===== src/rtl/imem_responder.sv =====
// Instruction-memory responder: accepts one fetch at a time, returns the addressed word
// after WAIT wait states. Define IMEM_ALIGN_CHECK_EN to fault misaligned requests/loads.
module imem_responder #(
  parameter int SIZE = 64,
  parameter int WAIT = 2
) (
  input  logic        clk,
  input  logic        reset,
  input  logic        req_valid,
  input  logic [63:0] req_addr,
  output logic        req_ready,
  input  logic        flush,
  output logic        rsp_valid,
  input  logic        rsp_ready,
  output logic [31:0] rsp_instr,
  output logic        rsp_fault,
  input  logic        load_en,
  input  logic [63:0] load_addr,
  input  logic [31:0] load_data
);
  localparam int IW = (SIZE > 1) ? $clog2(SIZE) : 1;

  localparam logic [1:0] ST_IDLE = 2'd0;
  localparam logic [1:0] ST_WAIT = 2'd1;
  localparam logic [1:0] ST_RESP = 2'd2;

  typedef struct packed {
    logic        fault;
    logic [31:0] instr;
  } rsp_t;

  logic [1:0]    state;
  logic [3:0]    cnt;
  logic [63:0]   addr_q;
  rsp_t          rsp_q;
  logic [31:0]   mem [SIZE];
  logic [IW-1:0] req_idx, load_idx;
  logic          req_bad, load_bad, accept;

  // Address is unusable if it lies past the array or (optionally) is not word aligned.
  function automatic logic addr_bad(input logic [63:0] a);
    logic bad;
    bad = |(a >> (IW + 2));
    if (SIZE < (1 << IW)) bad = bad | (int'(a[IW+1:2]) >= SIZE);
`ifdef IMEM_ALIGN_CHECK_EN
    bad = bad | (|a[1:0]);
`else
    bad = bad | 1'b0;
`endif
    return bad;
  endfunction

  assign req_idx  = addr_q[IW+1:2];
  assign load_idx = load_addr[IW+1:2];
  assign req_bad  = addr_bad(addr_q);
  assign load_bad = addr_bad(load_addr);

  assign req_ready = (state == ST_IDLE) && !flush && !reset;
  assign accept    = req_valid && req_ready;

  assign rsp_valid = (state == ST_RESP);
  assign rsp_instr = rsp_q.instr;
  assign rsp_fault = rsp_q.fault;

  // WAIT=0 still spends one registered cycle so latency is uniformly WAIT+1.
  always_ff @(posedge clk) begin
    if (reset) begin
      state  <= ST_IDLE;
      cnt    <= 4'd0;
      addr_q <= 64'd0;
      rsp_q  <= '0;
    end else begin
      case (state)
        ST_IDLE: begin
          if (accept) begin
            addr_q <= req_addr;
            cnt    <= 4'(WAIT);
            state  <= ST_WAIT;
          end
        end
        ST_WAIT: begin
          if (flush) begin
            cnt   <= 4'd0;
            state <= ST_IDLE;
          end else if (cnt == 4'd0) begin
            rsp_q.fault <= req_bad;
            rsp_q.instr <= req_bad ? 32'h0 : mem[req_idx];
            state       <= ST_RESP;
          end else begin
            cnt <= cnt - 4'd1;
          end
        end
        ST_RESP: begin
          if (flush || rsp_ready) begin
            rsp_q <= '0;
            state <= ST_IDLE;
          end
        end
        default: begin
          rsp_q <= '0;
          cnt   <= 4'd0;
          state <= ST_IDLE;
        end
      endcase
    end
  end

  // Array is never reset; a load landing on the response edge is seen only by later reads.
  always_ff @(posedge clk) begin
    if (!reset && load_en && !load_bad) mem[load_idx] <= load_data;
  end
endmodule

===== config.mk =====
export PLATFORM = sky130hd
export DESIGN_NAME = imem_responder
export DESIGN_NICKNAME = d
export VERILOG_FILES = /design/src/rtl/imem_responder.sv
export SDC_FILE = /design/constraint.sdc
export NUM_CORES = 2
export LEC_CHECK = 0
export CORE_MARGIN = 4
export CORE_UTILIZATION = 61
export CTS_CLUSTER_SIZE = 40
export DETAILED_ROUTE_END_ITERATION = 7
export GPL_TIMING_DRIVEN = 0
export HOLD_SLACK_MARGIN = 0.05
export PLACE_DENSITY = 0.79
export SYNTH_ARGS = -nofsm -noshare
export SYNTH_HDL_FRONTEND = slang
export SYNTH_SLANG_ARGS = --single-unit

===== constraint.sdc =====
create_clock -name clk -period 5.74 [get_ports clk]
set_input_delay 1.148 -clock clk [delete_from_list [all_inputs] [get_ports clk]]
set_output_delay 1.148 -clock clk [all_outputs]
set_load 0.01 [all_outputs]

# Word-level counts from Yosys, hierarchy flattened
# Memories as Yosys holds them, arrays and structs flattened. A register that Yosys moved wholly into a read port is not among the register bits.
# Index checks and enable logic that the tools add are counted.
# word_totals
ff_bits	103
ramBits	2048
input_bits	166
output_inout_bits	35
wordCells	52
memories	1
# op_classes
n_addsub	1
n_eq_ne	8
mux	18
bitwise_logic	2
reduce_logical	17
# mem_list
memory	depth	width	rd	rd_clocked_by_memory_dff	wr	line	source
mem	64	32	1	1	1	36	logic [31:0] mem [SIZE];
# ops
op	n
$reduce_or 56->1	2
$mux 33	3
$pmux 33 s3	1
$mux 32	1
$mux 4	3
$mux 6	2
$pmux 4 s3	1
$mux 2	4
$ne 2x2->1 const B	3
$ne 3x3->1 const B	2
$pmux 2 s3	1
$reduce_and 3->1	2
$logic_and 1x1->1	5
$logic_not 4->1	1
$reduce_and 4->1	1
$sub 4x1->4 const B	1
$logic_not 1->1	3
$eq 2x1->1 const B	1
$eq 2x2->1 const B	1
$logic_not 2->1	1
$mux 1	2
$ne 2x1->1 const B	1
$not 1->1	2
$reduce_and 2->1	1
$logic_or 1x1->1	1

# Logic depth before layout (Yosys ltp)
# depth
ltp_word	7
depth_mapped	12
depth_no_buf	8

# Worst setup path before layout
# Ideal clock, no wire load.
# synth_timing
path_kind	input to register
start	in reset
end	mem mem[60][0] (enable)
setup_ns	0.421
arrival_ns	4.031
t_required_ns	5.319
path_slack_ns	1.287
path_stages	7
path_buffers	1
cell_sequence	clkbuf_1 -> nor4_1 -> nand3_1 -> nor4_1 -> nor2b_1 -> nand3b_1 -> nor2_1
# synth_via
elab_chain_cells	5
# synth_lines
item	line	source
start: declaration	8	input logic reset,
$logic_not 1->1	110	if (!reset && load_en && !load_bad) mem[load_idx] <= load_data;
$logic_and 1x1->1 (2 in series)	110	
$mux 1	110	
$mux 1 (implied by the code)	110	
end: declaration	36	
# No other way between the ends.

# Worst setup path in the final report
# layout_timing
start	in load_addr[12]
end	mem mem[63][2] (enable)
# layout_via
elab_chain_cells	5
# layout_lines
item	line	source
start: declaration	18	input logic [63:0] load_addr,
$reduce_or 56->1	43	bad = |(a >> (IW + 2));
$logic_not 1->1	110	
$logic_and 1x1->1	110	
$mux 1	110	
$mux 1 (implied by the code)	110	
# No other way between the ends.

==> results.txt <==
H-tree depth: 4
placed instance area: 0.0880 mm2
CTS clk-pin slew, worst paths: 0.06 ns
Peak Freq: 0.181 GHz
fin. max-slew vios: 10
Hold Path End: addr_q[33]
CP endpoint kind: register
DRC viols: 0
WS Path Type: primary input to register
WL/cell: 39.4 um
die height: 373 um
Mapped Nets: 3,966
routability cong.: 0.980
Yosys warnings: 0
Root Driver: clkbuf_16
crit path DAT: 6.08 ns
via/cell ratio: 7.24
hold path startpoint: addr_q[33]
RSZ-0062 raised after global routing: false
Setup TNS Final: 0 ns
most frequent cells in the layout: edfxtp_1, mux4_2, nand2_1
total track usage: 35.5%
layout cells sized above 1: 25.0%
setup violators final: 0
register area: 0.0636 mm2
DRT antenna net count: 0
Hold WS: 0.455 ns
WL met3: 36,700 um
Critical Path Start: load_addr[12]
CTS tree: built
first-pass GRT wire length: 346,000 um
violated checks: capacitance limit, slew limit
Post-CTS Setup Bufs: 0
Synth-to-Final Area Change: 16.0%
fin cells: 6,225
pin count of the biggest net entering global routing: 65
cts repair resizes: 0
Worst IR Drop VDD: 328 uV
Worst-Margin Slew: 1.53 ns
CTS sink cnt: 2,155
fillcell total: 7,301
Worst Reg2Reg Path Length in Cells: 7
hold_buf cts: 0
final worst-path setup slack: 0.215 ns
Initial Util: 61.7%
DRT met1 WL: 78,000 um
Pwr per Cell Area: 336 mW/mm2
dominant synthesized flop cell: edfxtp_1
IO Port Bufs: 190
uppermost layer routed: met5
Hold Crit Depth: 2
I/O pin cnt: 201
Max Cap Viol: 1
metal2 WL: 113,000 um
skew final: 0.0518 ns
crit-path max FO: 19
Num CTS Buffers: 201
clk buf depth: 3
final net count: 4,460
Mapped Cells: 3,798
CP Data Required Time: 6.30 ns
worst slack at placement: -0.450 ns
Syn Std Cell Area: 0.0815 mm2
R2R Setup Slk: 0.73 ns
router iterations before antenna repair: 8
chip width: 373 um
die area: 0.139 mm2
Design Area, Final: 0.0945 mm2
Starting DRT DRC Count: 8,437
antenna violations before repair: 15
CP startpoint kind: primary input
crit share post-route: 96.2%
Worst slew margin: -2.23%
Std-Cell Core Area: 0.132 mm2
Async SR Flop Fraction: 0%
largest area contributor in the synthesized netlist: edfxtp_1
Overflow after GRT: 0
Row Count: 133
final-report hold violation count: 0
worst hold path class: register to register
register area share after synthesis: 78.1%
final worst path period need: 5.52 ns
vias in the first global route: 45,264
total number of vias: 45,079
placed cells: 5,844
Mean Syn Cell Area: 21.5 um2
top cells by area, synth: edfxtp_1, mux4_2, dfxtp_1, nand2_1, a22oi_1
Synth cell types: 56
post-synth top area share: 75.5%
Yosys reg bits: 2,155
Post-synth EDFFs: 2,048
area of the multi-input gates: 0.0173 mm2
r2r endpoint: rsp_instr[19]
status: finished, violations left
most common cell after layout, fill and taps aside: edfxtp_1
Clock Latency Late Sink: 0.86 ns
post-DP HPWL: 152,000 um
Routed WL: 245,000 um
static leakage: 0.0289 uW
==> report_power, final <==
| group | leakage (uW) | internal, uW | switching [uW] | total, uW |
|---|---|---|---|---|
| Clock | 0.00319 | 7310 | 5970 | 13300 |
| Sequential | 0.0193 | 17200 | 13.0 | 17200 |
| Combinational | 0.00640 | 427 | 823 | 1250 |
| Total | 0.0289 | 24900 | 6810 | 31700 |
==> worst max-delay path by stage <==
stage,slack [ns],endpoint,cells after the start
final,0.22,mem[63][2],7
after global routing,0.21,mem[63][29],7
after CTS,0.35,mem[54][0],7
after detailed placement,-0.45,mem[63][12],7
after global placement,-2.25,mem[38][15],6
after floorplan,1.29,mem[60][0],7
==> cell families (layout without fill, tap and decap cells) <==
family / after synthesis / in the layout / synth area share, %
DFF: 2155 / 2155 / 78.1
muxes: 549 / 549 / 14.8
and+or+nand+nor: 523 / 523 / 2.97
AOI/OAI and AO/OA: 342 / 342 / 2.78
buffers and inverters: 224 / 890 / 1.29
xor gates and xnor gates: 3 / 3 / 0.0323
adders and majority gates: 2 / 2 / 0.0307
other: 0 / 6 / 0
==> worst max-delay path, stage by stage <==
cell and delay [ns]:
clkdlybuf4s50_1 0.40, nor4_1 0.37, nand4_1 0.17, nor4_1 1.16, nand4_1 1.30, nor2_4 1.24
buf_16 0.26
==> metrics by stage <==
step / util [%] / power (uW)
finish: 71.5 / 31700
global placement: 64.8 / 18700
floorplan: - / 18000
global route: 71.5 / 32500
CTS: 71.5 / 31700
detailed placement: 66.6 / 18700
==> state kept, by name (all words and copies together) (netlist names), named ones only <==
register / flops
addr_q: 62
cnt: 4
mem: 2048
rsp_fault: 1
rsp_instr: 32
state: 2
==> cells in the mapped netlist, types with 19 or more instances <==
cell / instances
a22o_1: 26
nand3_1: 41
nor2_1: 116
a31oi_1: 24
nor4_1: 33
mux2i_1: 22
and3_1: 26
a21oi_1: 93
nor3_1: 33
buf_4: 19
clkbuf_1: 107
a22oi_1: 88
mux4_2: 523
o22ai_1: 55
nand2_1: 203
buf_2: 67
edfxtp_1: 2048
dfxtp_1: 107
==> cell type report <==
class	instances	area share, %
plain buffers	217	1.08
clock buffers	247	5.63
inverters	7	0.0278
clock inverters	128	1.26
repair buffers	291	4.09
diodes	6	0.0159
flip-flops and latches	2155	67.3
well taps	1755	2.32
multi-input cells	1419	18.3
==> layer usage <==
layer  track usage, %  up-vias
li1                 -    16951
met1             46.7    22699
met2             53.4     4525
met3             10.9      896
met4             20.8        8
met5                0        -
No activity file was read; power rests on OpenSTA's default activity.
